## config.mk

```make
export PLATFORM = sky130hd
export DESIGN_NAME = mips_main_control
export DESIGN_NICKNAME = d
export VERILOG_FILES = /design/src/rtl/mips_pkg.sv /design/src/rtl/main_control_decode.sv /design/src/rtl/mips_main_control.sv
export SDC_FILE = /design/constraint.sdc
export NUM_CORES = 1
export LEC_CHECK = 0
export ABC_AREA = 1
export CAP_MARGIN = 20
export CORE_AREA = 10 10 47 49
export DETAILED_ROUTE_END_ITERATION = 6
export DIE_AREA = 0 0 57 59
export PLACE_DENSITY = 0.87
export SYNTH_ARGS = -nofsm -noshare
export SYNTH_HDL_FRONTEND = slang
export SYNTH_SLANG_ARGS = --single-unit
```

## constraint.sdc

```tcl
create_clock -name clk -period 2.8 [get_ports clk]
set_input_delay 0.28 -clock clk [delete_from_list [all_inputs] [get_ports clk]]
set_output_delay 0.28 -clock clk [all_outputs]
set_load 0.02 [all_outputs]
```

## src/rtl/mips_pkg.sv

```systemverilog
// Shared MIPS core definitions: opcodes, main-control state encoding,
// ALU-op and datapath select codes, and the control word bundle.
package mips_pkg;

  localparam logic [5:0] OP_RTYPE = 6'b000000;
  localparam logic [5:0] OP_LW    = 6'b100011;
  localparam logic [5:0] OP_SW    = 6'b101011;
  localparam logic [5:0] OP_BEQ   = 6'b000100;
  localparam logic [5:0] OP_J     = 6'b000010;

  typedef enum logic [3:0] {
    S_START  = 4'd0,
    S_FETCH  = 4'd1,
    S_DECODE = 4'd2,
    S_MEMADR = 4'd3,
    S_MEMRD  = 4'd4,
    S_MEMWB  = 4'd5,
    S_MEMWR  = 4'd6,
    S_EXEC   = 4'd7,
    S_ALUWB  = 4'd8,
    S_BRANCH = 4'd9,
    S_JUMP   = 4'd10
  } state_t;

  // Shared with the ALU control block
  localparam logic [1:0] ALUOP_ADD   = 2'b00;
  localparam logic [1:0] ALUOP_SUB   = 2'b01;
  localparam logic [1:0] ALUOP_FUNCT = 2'b10;

  localparam logic [1:0] SRCB_B     = 2'b00;
  localparam logic [1:0] SRCB_FOUR  = 2'b01;
  localparam logic [1:0] SRCB_IMM   = 2'b10;
  localparam logic [1:0] SRCB_IMMSH = 2'b11;

  localparam logic [1:0] PCSRC_ALU    = 2'b00;
  localparam logic [1:0] PCSRC_ALUOUT = 2'b01;
  localparam logic [1:0] PCSRC_JUMP   = 2'b10;

  typedef struct packed {
    logic [1:0] opALU;
    logic       aluSrcA;
    logic [1:0] aluSrcB;
    logic [1:0] pcSource;
    logic       pcWrite;
    logic       pcWriteCond;
    logic       iorD;
    logic       memRead;
    logic       memWrite;
    logic       memtoReg;
    logic       irWrite;
    logic       regWrite;
    logic       regDst;
    logic       illegalOp;
  } ctrl_t;

  function automatic logic isLegalOp(input logic [5:0] op);
    return (op == OP_RTYPE) || (op == OP_LW) || (op == OP_SW) ||
           (op == OP_BEQ) || (op == OP_J);
  endfunction

endpackage

```

## src/rtl/main_control_decode.sv

```systemverilog
// Combinational state-to-control decode for the multicycle main control.
// Only FETCH's IR/PC writes and DECODE's illegal flag look at inputs.
module main_control_decode
  import mips_pkg::*;
(
  input  state_t      state,
  input  logic        memReady,
  input  logic [5:0]  opcode,
  output ctrl_t       ctrl
);

  always_comb begin
    ctrl = '0;
    case (state)
      S_FETCH: begin
        ctrl.memRead  = 1'b1;
        ctrl.aluSrcB  = SRCB_FOUR;
        ctrl.opALU    = ALUOP_ADD;
        ctrl.pcSource = PCSRC_ALU;
        ctrl.irWrite  = memReady;
        ctrl.pcWrite  = memReady;
      end
      S_DECODE: begin
        ctrl.aluSrcB   = SRCB_IMMSH;
        ctrl.opALU     = ALUOP_ADD;
        ctrl.illegalOp = !isLegalOp(opcode);
      end
      S_MEMADR: begin
        ctrl.aluSrcA = 1'b1;
        ctrl.aluSrcB = SRCB_IMM;
        ctrl.opALU   = ALUOP_ADD;
      end
      S_MEMRD: begin
        ctrl.memRead = 1'b1;
        ctrl.iorD    = 1'b1;
      end
      S_MEMWB: begin
        ctrl.regWrite = 1'b1;
        ctrl.memtoReg = 1'b1;
      end
      S_MEMWR: begin
        ctrl.memWrite = 1'b1;
        ctrl.iorD     = 1'b1;
      end
      S_EXEC: begin
        ctrl.aluSrcA = 1'b1;
        ctrl.aluSrcB = SRCB_B;
        ctrl.opALU   = ALUOP_FUNCT;
      end
      S_ALUWB: begin
        ctrl.regWrite = 1'b1;
        ctrl.regDst   = 1'b1;
      end
      S_BRANCH: begin
        ctrl.aluSrcA     = 1'b1;
        ctrl.aluSrcB     = SRCB_B;
        ctrl.opALU       = ALUOP_SUB;
        ctrl.pcWriteCond = 1'b1;
        ctrl.pcSource    = PCSRC_ALUOUT;
      end
      S_JUMP: begin
        ctrl.pcWrite  = 1'b1;
        ctrl.pcSource = PCSRC_JUMP;
      end
      default: ;
    endcase
  end

endmodule

```

## src/rtl/mips_main_control.sv

```systemverilog
// Multicycle MIPS main control: state register and next-state logic;
// output decode lives in main_control_decode.
module mips_main_control
  import mips_pkg::*;
(
  input  logic       clk,
  input  logic       reset_n,
  input  logic [5:0] opcode,
  input  logic       mem_ready,
  output logic [1:0] OpALU,
  output logic       ALUSrcA,
  output logic [1:0] ALUSrcB,
  output logic [1:0] PCSource,
  output logic       PCWrite,
  output logic       PCWriteCond,
  output logic       IorD,
  output logic       MemRead,
  output logic       MemWrite,
  output logic       MemtoReg,
  output logic       IRWrite,
  output logic       RegWrite,
  output logic       RegDst,
  output logic       illegal_op,
  output logic [3:0] state
);

  state_t stateQ, stateNext;
  ctrl_t  ctrl;

  always_comb begin
    stateNext = S_START;
    case (stateQ)
      S_START:  stateNext = S_FETCH;
      S_FETCH:  stateNext = mem_ready ? S_DECODE : S_FETCH;
      S_DECODE: begin
        case (opcode)
          OP_LW, OP_SW: stateNext = S_MEMADR;
          OP_RTYPE:     stateNext = S_EXEC;
          OP_BEQ:       stateNext = S_BRANCH;
          OP_J:         stateNext = S_JUMP;
          default:      stateNext = S_FETCH;
        endcase
      end
      S_MEMADR: stateNext = (opcode == OP_SW) ? S_MEMWR : S_MEMRD;
      S_MEMRD:  stateNext = mem_ready ? S_MEMWB : S_MEMRD;
      S_MEMWR:  stateNext = mem_ready ? S_FETCH : S_MEMWR;
      S_EXEC:   stateNext = S_ALUWB;
      S_MEMWB, S_ALUWB, S_BRANCH, S_JUMP: stateNext = S_FETCH;
      default:  stateNext = S_START;  // unused encodings recover via START
    endcase
  end

  always_ff @(posedge clk or negedge reset_n) begin
    if (!reset_n) stateQ <= S_START;
    else          stateQ <= stateNext;
  end

  main_control_decode uDecode (
    .state    (stateQ),
    .memReady (mem_ready),
    .opcode   (opcode),
    .ctrl     (ctrl)
  );

  assign OpALU       = ctrl.opALU;
  assign ALUSrcA     = ctrl.aluSrcA;
  assign ALUSrcB     = ctrl.aluSrcB;
  assign PCSource    = ctrl.pcSource;
  assign PCWrite     = ctrl.pcWrite;
  assign PCWriteCond = ctrl.pcWriteCond;
  assign IorD        = ctrl.iorD;
  assign MemRead     = ctrl.memRead;
  assign MemWrite    = ctrl.memWrite;
  assign MemtoReg    = ctrl.memtoReg;
  assign IRWrite     = ctrl.irWrite;
  assign RegWrite    = ctrl.regWrite;
  assign RegDst      = ctrl.regDst;
  assign illegal_op  = ctrl.illegalOp;
  assign state       = stateQ;

endmodule

```

==> results.md, run 1 <==
* Status: complete, no violations
* Slew @ Worst Pin at between 0.2 and 0.25 ns
* CTS Hold Buffers Added at 0
* Pwr/cell area at between 900 and 1000 nW/µm²
* H-tree depth at 1
* Critical path depth in cells at 6
* CP max-delay cell: clkdlybuf4s50_1
* Post-Syn Instances at between 80 and 90
* Drt pass-1 iters at 5
* Core area at 1400 µm²
* Critical path's top delay family: buffers and inverters
* Clk pin slew, worst setup/hold paths at around 0.040 ns
* Tot GR Track Use at 8.31%
* Layout area overhead at 68.8%
* Total die area at 3360 µm²
* Critical Path End Type: output pin
* First-pass GRT wire length at ~2400 µm
* CTS resizes at 0
* Crit-path cells: nor2_4 -> inv_1 -> nor2_4 -> nand2_1 -> nor2_1 -> clkdlybuf4s50_1
* Initial antenna violation count at 0
* Routed Antenna Nets at 0
* Synthesized area per cell at 5.37 µm²
* Root Buffer: clkbuf_4
* Max Clock Freq at 462 MHz
* Critical Path RT at ~2.5 ns
* Routed Wire Length at 1460 µm
* Crit path buf inv count at 2
* RR Endpoint: state[1]$_DFF_PN0_
* Number of remaining DRC errors at 0
* Yosys warns at 0
* Crit path max fanout at 6
* Unique masters post-synth at 13
* Crit start category: flop
* Mapped Nets at 95
* GRT Residual Overflow at 0
* Initial Utilization at 32.9%
* GP Congestion at 0.820
* Hold Crit Class: in2async
* R2r startpoint: state[0]$_DFF_PN0_
* Finish-stage setup viols at 0
* Vias at around 620
* Fin. Hold Viols at 0
* Avg Vias per Cell at 4.69
* CTS tree: done
* Number of flip-flops in the largest register at 4
* Wirelength per Cell at 11.0 µm
* Setup bufs post-CTS at 0
* Crit path DAT at between 1.5 and 2 ns
* Commonest cells after routing, fill and taps aside: clkdlybuf4s50_1 (29), nand2_1 (24), nor2_1 (19), inv_1 (16), nand3_1 (10)
* CP Class: reg2out
* DR iter-0 viols at 8
* RSZ-0062 raised after global routing: no
* Vias in the first global route at 569
* FF+latch count, synth at 4
* Slowest stage delay, CP at a little over 0.6 ns
* Final critical-path required period at 2.17 ns
* Leak Pwr at 0.408 nW
* Most common cell after layout, fill and taps aside: clkdlybuf4s50_1
* Clock skew at 0.00441 ns
* Die Wd at around 57 µm
* IO Pins at 30
* Cell area after synthesis at 462 µm²
* Largest net degree at the start of global routing at 7
* CTS sink cnt at 4
* DP Wirelength at 1280 µm
* Row Count at 14
* Max Transition Viols Final at 0
* N_diodes at 0
* Final period utilization at about 77%
* Buffers added on ports at 29
* Num CTS Buffers at 3
* Sequential fraction of the synthesis area at 21.7%
* CP most frequent cell: nor2_4
* Slew headroom at about 84%
* Reg2Reg Depth at 6
* Max VDD drop at 364 µV
* Max_cap viols at 0
* Utilization after layout at 55.6%
* Clock Path Buffers at 2
* R2R setup slack at 1.70 ns
* Share of cells above drive strength 1 at 7.76%
* Setup Total Neg Slack at 0 ns
* Fin nets at 127
* Worst-skew pair later-pin latency at 0.24 ns
* Die height at just under 60 µm
-- worst max path at each step --
stage / start / end / slack (ns)
after global placement: opcode[3] / illegal_op / 0.76
after floorplan: state[2]$_DFF_PN0_ / ALUSrcB[0] / 1.26
after global routing: state[2]$_DFF_PN0_ / illegal_op / 0.51
final: state[2]$_DFF_PN0_ / illegal_op / 0.63
after CTS: state[2]$_DFF_PN0_ / illegal_op / 0.62
after detailed placement: opcode[3] / illegal_op / 0.71
-- Yosys cell counts --
| cell type | count | share of area (%) |
|---|---|---|
| nor2_2 | 2 | 2.7 |
| nand3_2 | 1 | 2.2 |
| nor2_4 | 2 | 4.9 |
| buf_4 | 2 | 3.3 |
| nand2_1 | 24 | 20 |
| nand3_1 | 10 | 11 |
| dfrtp_1 | 4 | 22 |
| nor2_1 | 19 | 15 |
| nand4_1 | 1 | 1.4 |
| o21ai_1 | 1 | 1.1 |
| inv_2 | 1 | 0.81 |
| inv_1 | 16 | 13 |
| o21ai_0 | 3 | 3.3 |
-- area by class of cell --
type	instances	area, µm²
fillers	156	622
repair buffers	29	290
multi-input cells	63	283
flip-flops and latches	4	100
inverters	17	63.8
clock buffers	3	22.5
well taps	16	20.0
-- metal layers --
layer / up-vias / track usage (%) / wire (µm)
met1: 273 / 8.47 / 571
met5: - / 0 / 0
met2: 27 / 14.6 / 700
li1: 317 / - / -
met3: 2 / 3.22 / 168
met4: 0 / 4.03 / 17
-- cell families (layout without fill, tap and decap cells) --
| logic type | after synthesis | after routing | share of synthesized area, % |
|---|---|---|---|
| AO/OA/AOI/OAI | 4 | 4 | 4.33 |
| flip-flops | 4 | 4 | 21.7 |
| buffers and inverters | 19 | 49 | 17.1 |
| AND/OR/NAND/NOR | 59 | 59 | 56.9 |
-- metrics by stage --
step | cells | total power, mW | hold WS, ns | area [µm²] | setup slack, ns
3_3_place_gp | 129 | 0.706 | 0.487 | 757 | 0.758
2_1_floorplan | 86 | 0.454 | -0.0156 | 462 | 1.26
3_5_place_dp | 129 | 0.711 | 0.489 | 757 | 0.713
5_1_grt | 132 | 0.838 | 0.249 | 779 | 0.513
4_1_cts | 132 | 0.784 | 0.240 | 779 | 0.622
6_report | 132 | 0.776 | 0.239 | 779 | 0.633
-- where the power goes --
part	internal (mW)	total, mW	switching, mW	leakage (nW)
clock network	0.0479	0.0716	0.0237	0.0138
registers	0.0814	0.120	0.0386	0.0519
logic	0.247	0.585	0.337	0.342
total	0.377	0.776	0.400	0.408
Power figures use the tool's default switching activity.
==> run 2, diff against run 1 <==
--- a/config.mk
+++ b/config.mk
@@ -7,10 +7,10 @@
 export LEC_CHECK = 0
 export ABC_AREA = 1
 export CAP_MARGIN = 20
-export CORE_AREA = 10 10 47 49
+export CORE_MARGIN = 10
+export CORE_UTILIZATION = 34
 export DETAILED_ROUTE_END_ITERATION = 6
-export DIE_AREA = 0 0 57 59
-export PLACE_DENSITY = 0.87
+export PLACE_DENSITY = 0.85
 export SYNTH_ARGS = -nofsm -noshare
 export SYNTH_HDL_FRONTEND = slang
 export SYNTH_SLANG_ARGS = --single-unit
==> constraint.sdc (replaced) <==
create_clock -name clk -period 2.1 [get_ports clk]
set_input_delay 0.21 -clock clk [delete_from_list [all_inputs] [get_ports clk]]
set_output_delay 0.21 -clock clk [all_outputs]
set_load 0.02 [all_outputs]
==> run 2 against run 1 <==
Sequential share of layout area down 0.13 points; count of clock-buffer cells in the layout unchanged; via count down 1.8%; clock power up 34%; sequential cell count unchanged; total power up 36%; critical path depth down 1; final area up 2.2%; setup slack worse by 0.51 ns; wire length up 4.5%; die area down 3.9%; critical endpoint is now MemWrite; largest power group unchanged; highest routed layer is now met3.
==> results.md, run 2 (same netlist as run 1, synthesis figures left out) <==
* Status: complete, no violations
* Crit path buf inv count at 3 (+1)
* First-pass GRT wire length at 2520 µm (+7.1%)
* IO Pins at 30 (unchanged)
* Setup ws final at 0.124 ns (-0.510 ns)
* Final critical-path required period at 1.98 ns
* Routed Wire Length at 1520 µm (+4.5%)
* Max VDD drop at 589 µV (+62%)
* Layout area overhead at 72.6%
* Critical Path RT at 1.89 ns (-0.63 ns)
* Avg Vias per Cell at 4.61 (-1.8%)
* Fin. Hold Viols at 0 (unchanged)
* Tot GR Track Use at 9.33% (+1.0 points)
* Crit start category: flop
* Core area at 1280 µm² (-8.3%)
* Max_cap viols at 0 (unchanged)
* Clk pin slew, worst setup/hold paths at 0.04 ns (about the same)
* Max Clock Freq at 506 MHz
* Slowest stage delay, CP at 0.63 ns (+0.02 ns)
* Slew headroom at 83.9% (+0.17 points)
* Worst-skew pair later-pin latency at 0.24 ns (about the same)
* Vias in the first global route at 607 (+6.7%)
* Drt pass-1 iters at 4 (-1)
* Max Transition Viols Final at 0 (unchanged)
* Number of flip-flops in the largest register at 4 (unchanged)
* Num CTS Buffers at 3 (unchanged)
* DP Wirelength at 1320 µm (+3.0%)
* Finish-stage setup viols at 0 (unchanged)
* Die Wd at 56.9 µm (-0.26%)
* Initial antenna violation count at 0 (unchanged)
* CP max-delay cell: clkdlybuf4s50_1
* R2R setup slack at 0.99 ns (-0.71 ns)
* N_diodes at 0 (unchanged)
* Root Buffer: clkbuf_4
* Largest net degree at the start of global routing at 7 (unchanged)
* Routed Antenna Nets at 0 (unchanged)
* Setup bufs post-CTS at 0 (unchanged)
* Worst setup path startpoint: state[2]$_DFF_PN0_
* RR Endpoint: state[0]$_DFF_PN0_
* CP most frequent cell: inv_1
* Slew @ Worst Pin at 0.241 ns (-0.00198 ns)
* Clock skew at 0.00326 ns (-0.00115 ns)
* CP Capture Point: MemWrite
* CTS tree: done
* CTS resizes at 0 (unchanged)
* Most common cell after layout, fill and taps aside: clkdlybuf4s50_1
* Placed cells at 129 (unchanged)
* CTS sink cnt at 4 (unchanged)
* Initial Utilization at 35.9% (+3.0 points)
* H-tree depth at 1 (unchanged)
* Wirelength per Cell at 11.5 µm (+4.5%)
* Vias at 608 (-1.8%)
* Crit path max fanout at 5 (-1)
* Commonest cells after routing, fill and taps aside: clkdlybuf4s50_1 (25), nand2_1 (24), nor2_1 (19), inv_1 (16), nand3_1 (10)
* Clock Path Buffers at 2 (unchanged)
* Leak Pwr at 0.481 nW (+18%)
* Buffers added on ports at 29 (unchanged)
* Critical path's top delay family: buffers and inverters
* Critical path depth in cells at 5 (-1)
* GRT Residual Overflow at 0 (unchanged)
* GP Congestion at 0.790 (-3.6%)
* CTS Hold Buffers Added at 0 (unchanged)
* Number of remaining DRC errors at 0 (unchanged)
* Crit path DAT at 1.77 ns (-0.12 ns)
* Fin nets at 128 (+0.79%)
* DR iter-0 viols at 8 (unchanged)
* Pwr/cell area at 1320 nW/µm² (+33%)
* Share of cells above drive strength 1 at 9.40% (+1.6 points)
* Finished Layout Cells at 132 (unchanged)
* Place WS at 0.158 ns (-0.555 ns)
* Final period utilization at 94.1%
* CP Class: reg2out
* Crit-path cells: inv_1 -> nor2_2 -> inv_1 -> nor2_1 -> clkdlybuf4s50_1
* R2r startpoint: state[0]$_DFF_PN0_
* Critical Path End Type: output pin
* Row Count at 13 (-1)
* # fillers at 132 (-15%)
* Total die area at 3230 µm² (-3.9%)
* Hold Crit Class: in2async
* Die height at 56.9 µm (-3.6%)
* Reg2Reg Depth at 6 (unchanged)
==> run 2: area by class of cell <==
class | count | area (µm²) | share of cell area [%]
Clock buffer | 3 | 22.5 | 2.83
Multi-Input combinational cell | 63 | 283 | 35.5
Inverter | 17 | 63.8 | 8.01
Sequential cell | 4 | 101 | 12.7
Timing Repair Buffer | 30 | 308 | 38.6
Tap cell | 15 | 18.8 | 2.35
==> run 2: stage by stage <==
stage	instance area [µm²]	power (mW)	hold WS [ns]	TNS (ns)	util [%]
5_1_grt	797	1.13	0.188	-0.0240	62.0
6_report	797	1.05	0.174	0	62.0
4_1_cts	786	1.07	0.176	0	61.1
3_5_place_dp	763	0.969	0.428	0	59.4
3_3_place_gp	763	0.958	0.418	0	59.4
2_1_floorplan	462	0.605	-0.0856	0	-
==> run 2: routing by layer <==
layer	global-route usage, %	up-vias	routed length (µm)
li1	-	322	-
met1	9.60	258	635
met2	15.5	28	731
met3	5.39	0	155
met4	3.02	0	0
met5	0	-	0
==> run 2: how the worst min path moves through the flow <==
stage	start	end	slack, ns	depth (start not counted)
6_report	reset_n	state[0]$_DFF_PN0_	0.17	1
5_1_grt	reset_n	state[2]$_DFF_PN0_	0.19	1
4_1_cts	reset_n	state[3]$_DFF_PN0_	0.18	1
3_5_place_dp	reset_n	state[3]$_DFF_PN0_	0.43	1
3_3_place_gp	reset_n	state[3]$_DFF_PN0_	0.42	1
2_1_floorplan	reset_n	state[0]$_DFF_PN0_	-0.09	0
==> run 2: power by group <==
group	switching (mW)	leakage, nW	internal (mW)	total (mW)
logic	0.458	0.417	0.340	0.798
clock network	0.0324	0.0138	0.0640	0.0963
registers	0.0517	0.0502	0.109	0.160
==> variant, RTL diff (config.mk and constraints of run 2) <==
Reset style: synchronous (`reset_n`), changed in one clocked block.
--- a/src/rtl/mips_main_control.sv
+++ b/src/rtl/mips_main_control.sv
@@ -50,7 +50,7 @@
     endcase
   end
 
-  always_ff @(posedge clk or negedge reset_n) begin
+  always_ff @(posedge clk) begin
     if (!reset_n) stateQ <= S_START;
     else          stateQ <= stateNext;
   end
Check against the original RTL: differs if reset_n is asserted again (counterexample within 4 cycles, from zero or initial values and one cycle with reset_n low); with reset_n held inactive, the same outputs for 10 cycles.
==> variant against run 2 <==
- area after synthesis is 4.9% higher
- final area is 2.5% higher
- count of clock-buffer cells in the layout stayed put
- worst setup slack better by 0.038 ns
- sequential cell count stayed put
- wire length is 2.6% lower
- non-clock buffer count is 1 lower
Power is left out: it rests on default switching activity, and per cell area and clock period it moved more than threefold.
==> variant: results (changes against run 2) <==
- The setup slack of the most critical reg-to-reg path was 0.94 ns (was 0.99 ns).
- The pre-CTS worst setup slack was 0.180 ns (was 0.158 ns).
- Synth cell count leaders: 28 x sky130_fd_sc_hd__nand2_1, 21 x sky130_fd_sc_hd__inv_1, 19 x sky130_fd_sc_hd__nor2_1 (was 24 x sky130_fd_sc_hd__nand2_1, 19 x sky130_fd_sc_hd__nor2_1, 16 x sky130_fd_sc_hd__inv_1).
- The number of antenna violations at the first check in global routing is 0 (unchanged).
- The gate count after technology mapping was 97 (was 86).
- The number of standard cells in the layout, taps in and fillers out is 142 (was 132).
- The violation count after the first detailed-route iteration is 3 (was 8).
- The tightest slew margin relative to the limit was 83.9% (about the same).
- The clock-pin slew on the worst setup and hold paths is 0.04 ns (about the same).
- The pin count of the biggest net entering global routing is 7 (unchanged).
- Outcome: completed (unchanged).
- The maximum clock skew at final layout is 0.000322 ns (was 0.00326 ns).
- The worst hold path terminates at state[0].
- The origin of the critical flop-to-flop path is state[2] (was state[0]).
- The wire length of the first global-routing pass is 2390 um (was 2520 um).
- The proportion of layout cells with a drive suffix above 1 is 11.0% (was 9.40%).
- The worst hold path was traced through 3 stages.
- The async set-reset flop share out of synthesis is 0% (was 100%).
- The via count of the first global-routing pass is 572 (was 607).
- The delay contributed by the slowest stage of the critical path came to 0.61 ns (was 0.63 ns).
- The path class of the lowest-slack min-delay path was input pin to register (was input pin to asynchronous set/reset pin).
- The TritonCTS buffer count is 3 (unchanged).
- The average via count per standard cell was 4.43 (was 4.61).
- The number of detailed-routing iterations run before antenna repair is 3 (was 4).
- The count of yosys warnings during synthesis is 0 (unchanged).
- The capturing point of the worst reg2reg path is state[1] (was state[0]).
- The later-pin clock latency in the skew report is 0.23 ns.
- The cell area reported after detailed placement is 778 um^2 (was 763 um^2).
- Cells taking the most area after synthesis: sky130_fd_sc_hd__nand2_1 22%, sky130_fd_sc_hd__dfxtp_1 17%, sky130_fd_sc_hd__inv_1 16% (was sky130_fd_sc_hd__dfrtp_1 22%, sky130_fd_sc_hd__nand2_1 20%, sky130_fd_sc_hd__nor2_1 15%).
- The most common flop cell mapped by yosys is sky130_fd_sc_hd__dfxtp_1 (was sky130_fd_sc_hd__dfrtp_1).
- The post-detailed-route wirelength per cell is 10.4 um (was 11.5 um).
- The final HPWL from detailed placement is 1320 um (about the same).
- The weighted congestion at the end of routability-driven global placement came to 0.899 (was 0.790).
- The count of fill cells added during filler insertion is 123 (was 132).
- The number of nets in the synthesized netlist is 106 (was 95).
- The total global routing track utilization is 8.38% (was 9.33%).
- The post-synthesis sequential area ratio came to 16.5% (was 21.7%).
- The path depth of the worst reg2reg path is 6 (unchanged).
[variant: cell count changes in the layout (fill, tap and decap cells not counted), moves of 2 or more]
cell	run 2	this run
sky130_fd_sc_hd__inv_1	16	21
sky130_fd_sc_hd__a21oi_1	0	2
sky130_fd_sc_hd__nand2_1	24	28
sky130_fd_sc_hd__dfrtp_1	3	0
sky130_fd_sc_hd__inv_2	1	4
sky130_fd_sc_hd__nand3_1	10	7
sky130_fd_sc_hd__dfxtp_1	0	3
[variant: kinds of logic (layout without fill, tap and decap cells)]
family                 Yosys count  after routing  share of synthesized area [%]
AO/OA/AOI/OAI                    4              4                           4.13
flip-flops                       4              4                           16.5
buffers and inverters           27             57                           22.5
AND/OR/NAND/NOR                 62             62                           56.8
[variant: how the worst max path moves through the flow]
stage	from	end	slack (ns)
after floorplan	state[0]	OpALU[0]	0.66
after global placement	opcode[0]	illegal_op	0.25
after detailed placement	opcode[0]	illegal_op	0.18
after CTS	state[1]	illegal_op	0.01
after global routing	state[0]	PCWriteCond	0.03
final	state[3]	PCWriteCond	0.16
[variant: per-layer routing]
metal,wire (um),GRT usage [%],share of wire [%]
met5,0,0,0
met2,680,13.2,46
met1,655,9.39,44
met3,147,4.36,9.9
met4,0,3.02,0
[variant: final cells by class]
type | count | area (um^2) | area share [%]
Tap cell | 15 | 18.8 | 2.30
Sequential cell | 4 | 81.3 | 9.95
Timing Repair Buffer | 29 | 300 | 36.8
Clock buffer | 3 | 22.5 | 2.76
Inverter | 25 | 93.8 | 11.5
Multi-Input combinational cell | 66 | 300 | 36.8
[variant: critical path: cells and delay by family (launching register included)]
family / cells / cell delay (ns)
simple gates: 2 / 0.26
buf+inv: 3 / 0.82
flops: 1 / 0.42
[variant: stage by stage]
stage | hold slack [ns] | util [%]
final | 0.539 | 62.0
after global routing | 0.529 | 62.0
after CTS | 0.532 | 60.8
after detailed placement | 0.715 | 59.1
after global placement | 0.713 | 59.1
after floorplan | 0.308 | -
[variant: timing repair]
action / CTS / global route
resized for setup: 0 / 6
endpoints found under the setup margin: 0 / 11
buffers inserted: 0 / 0
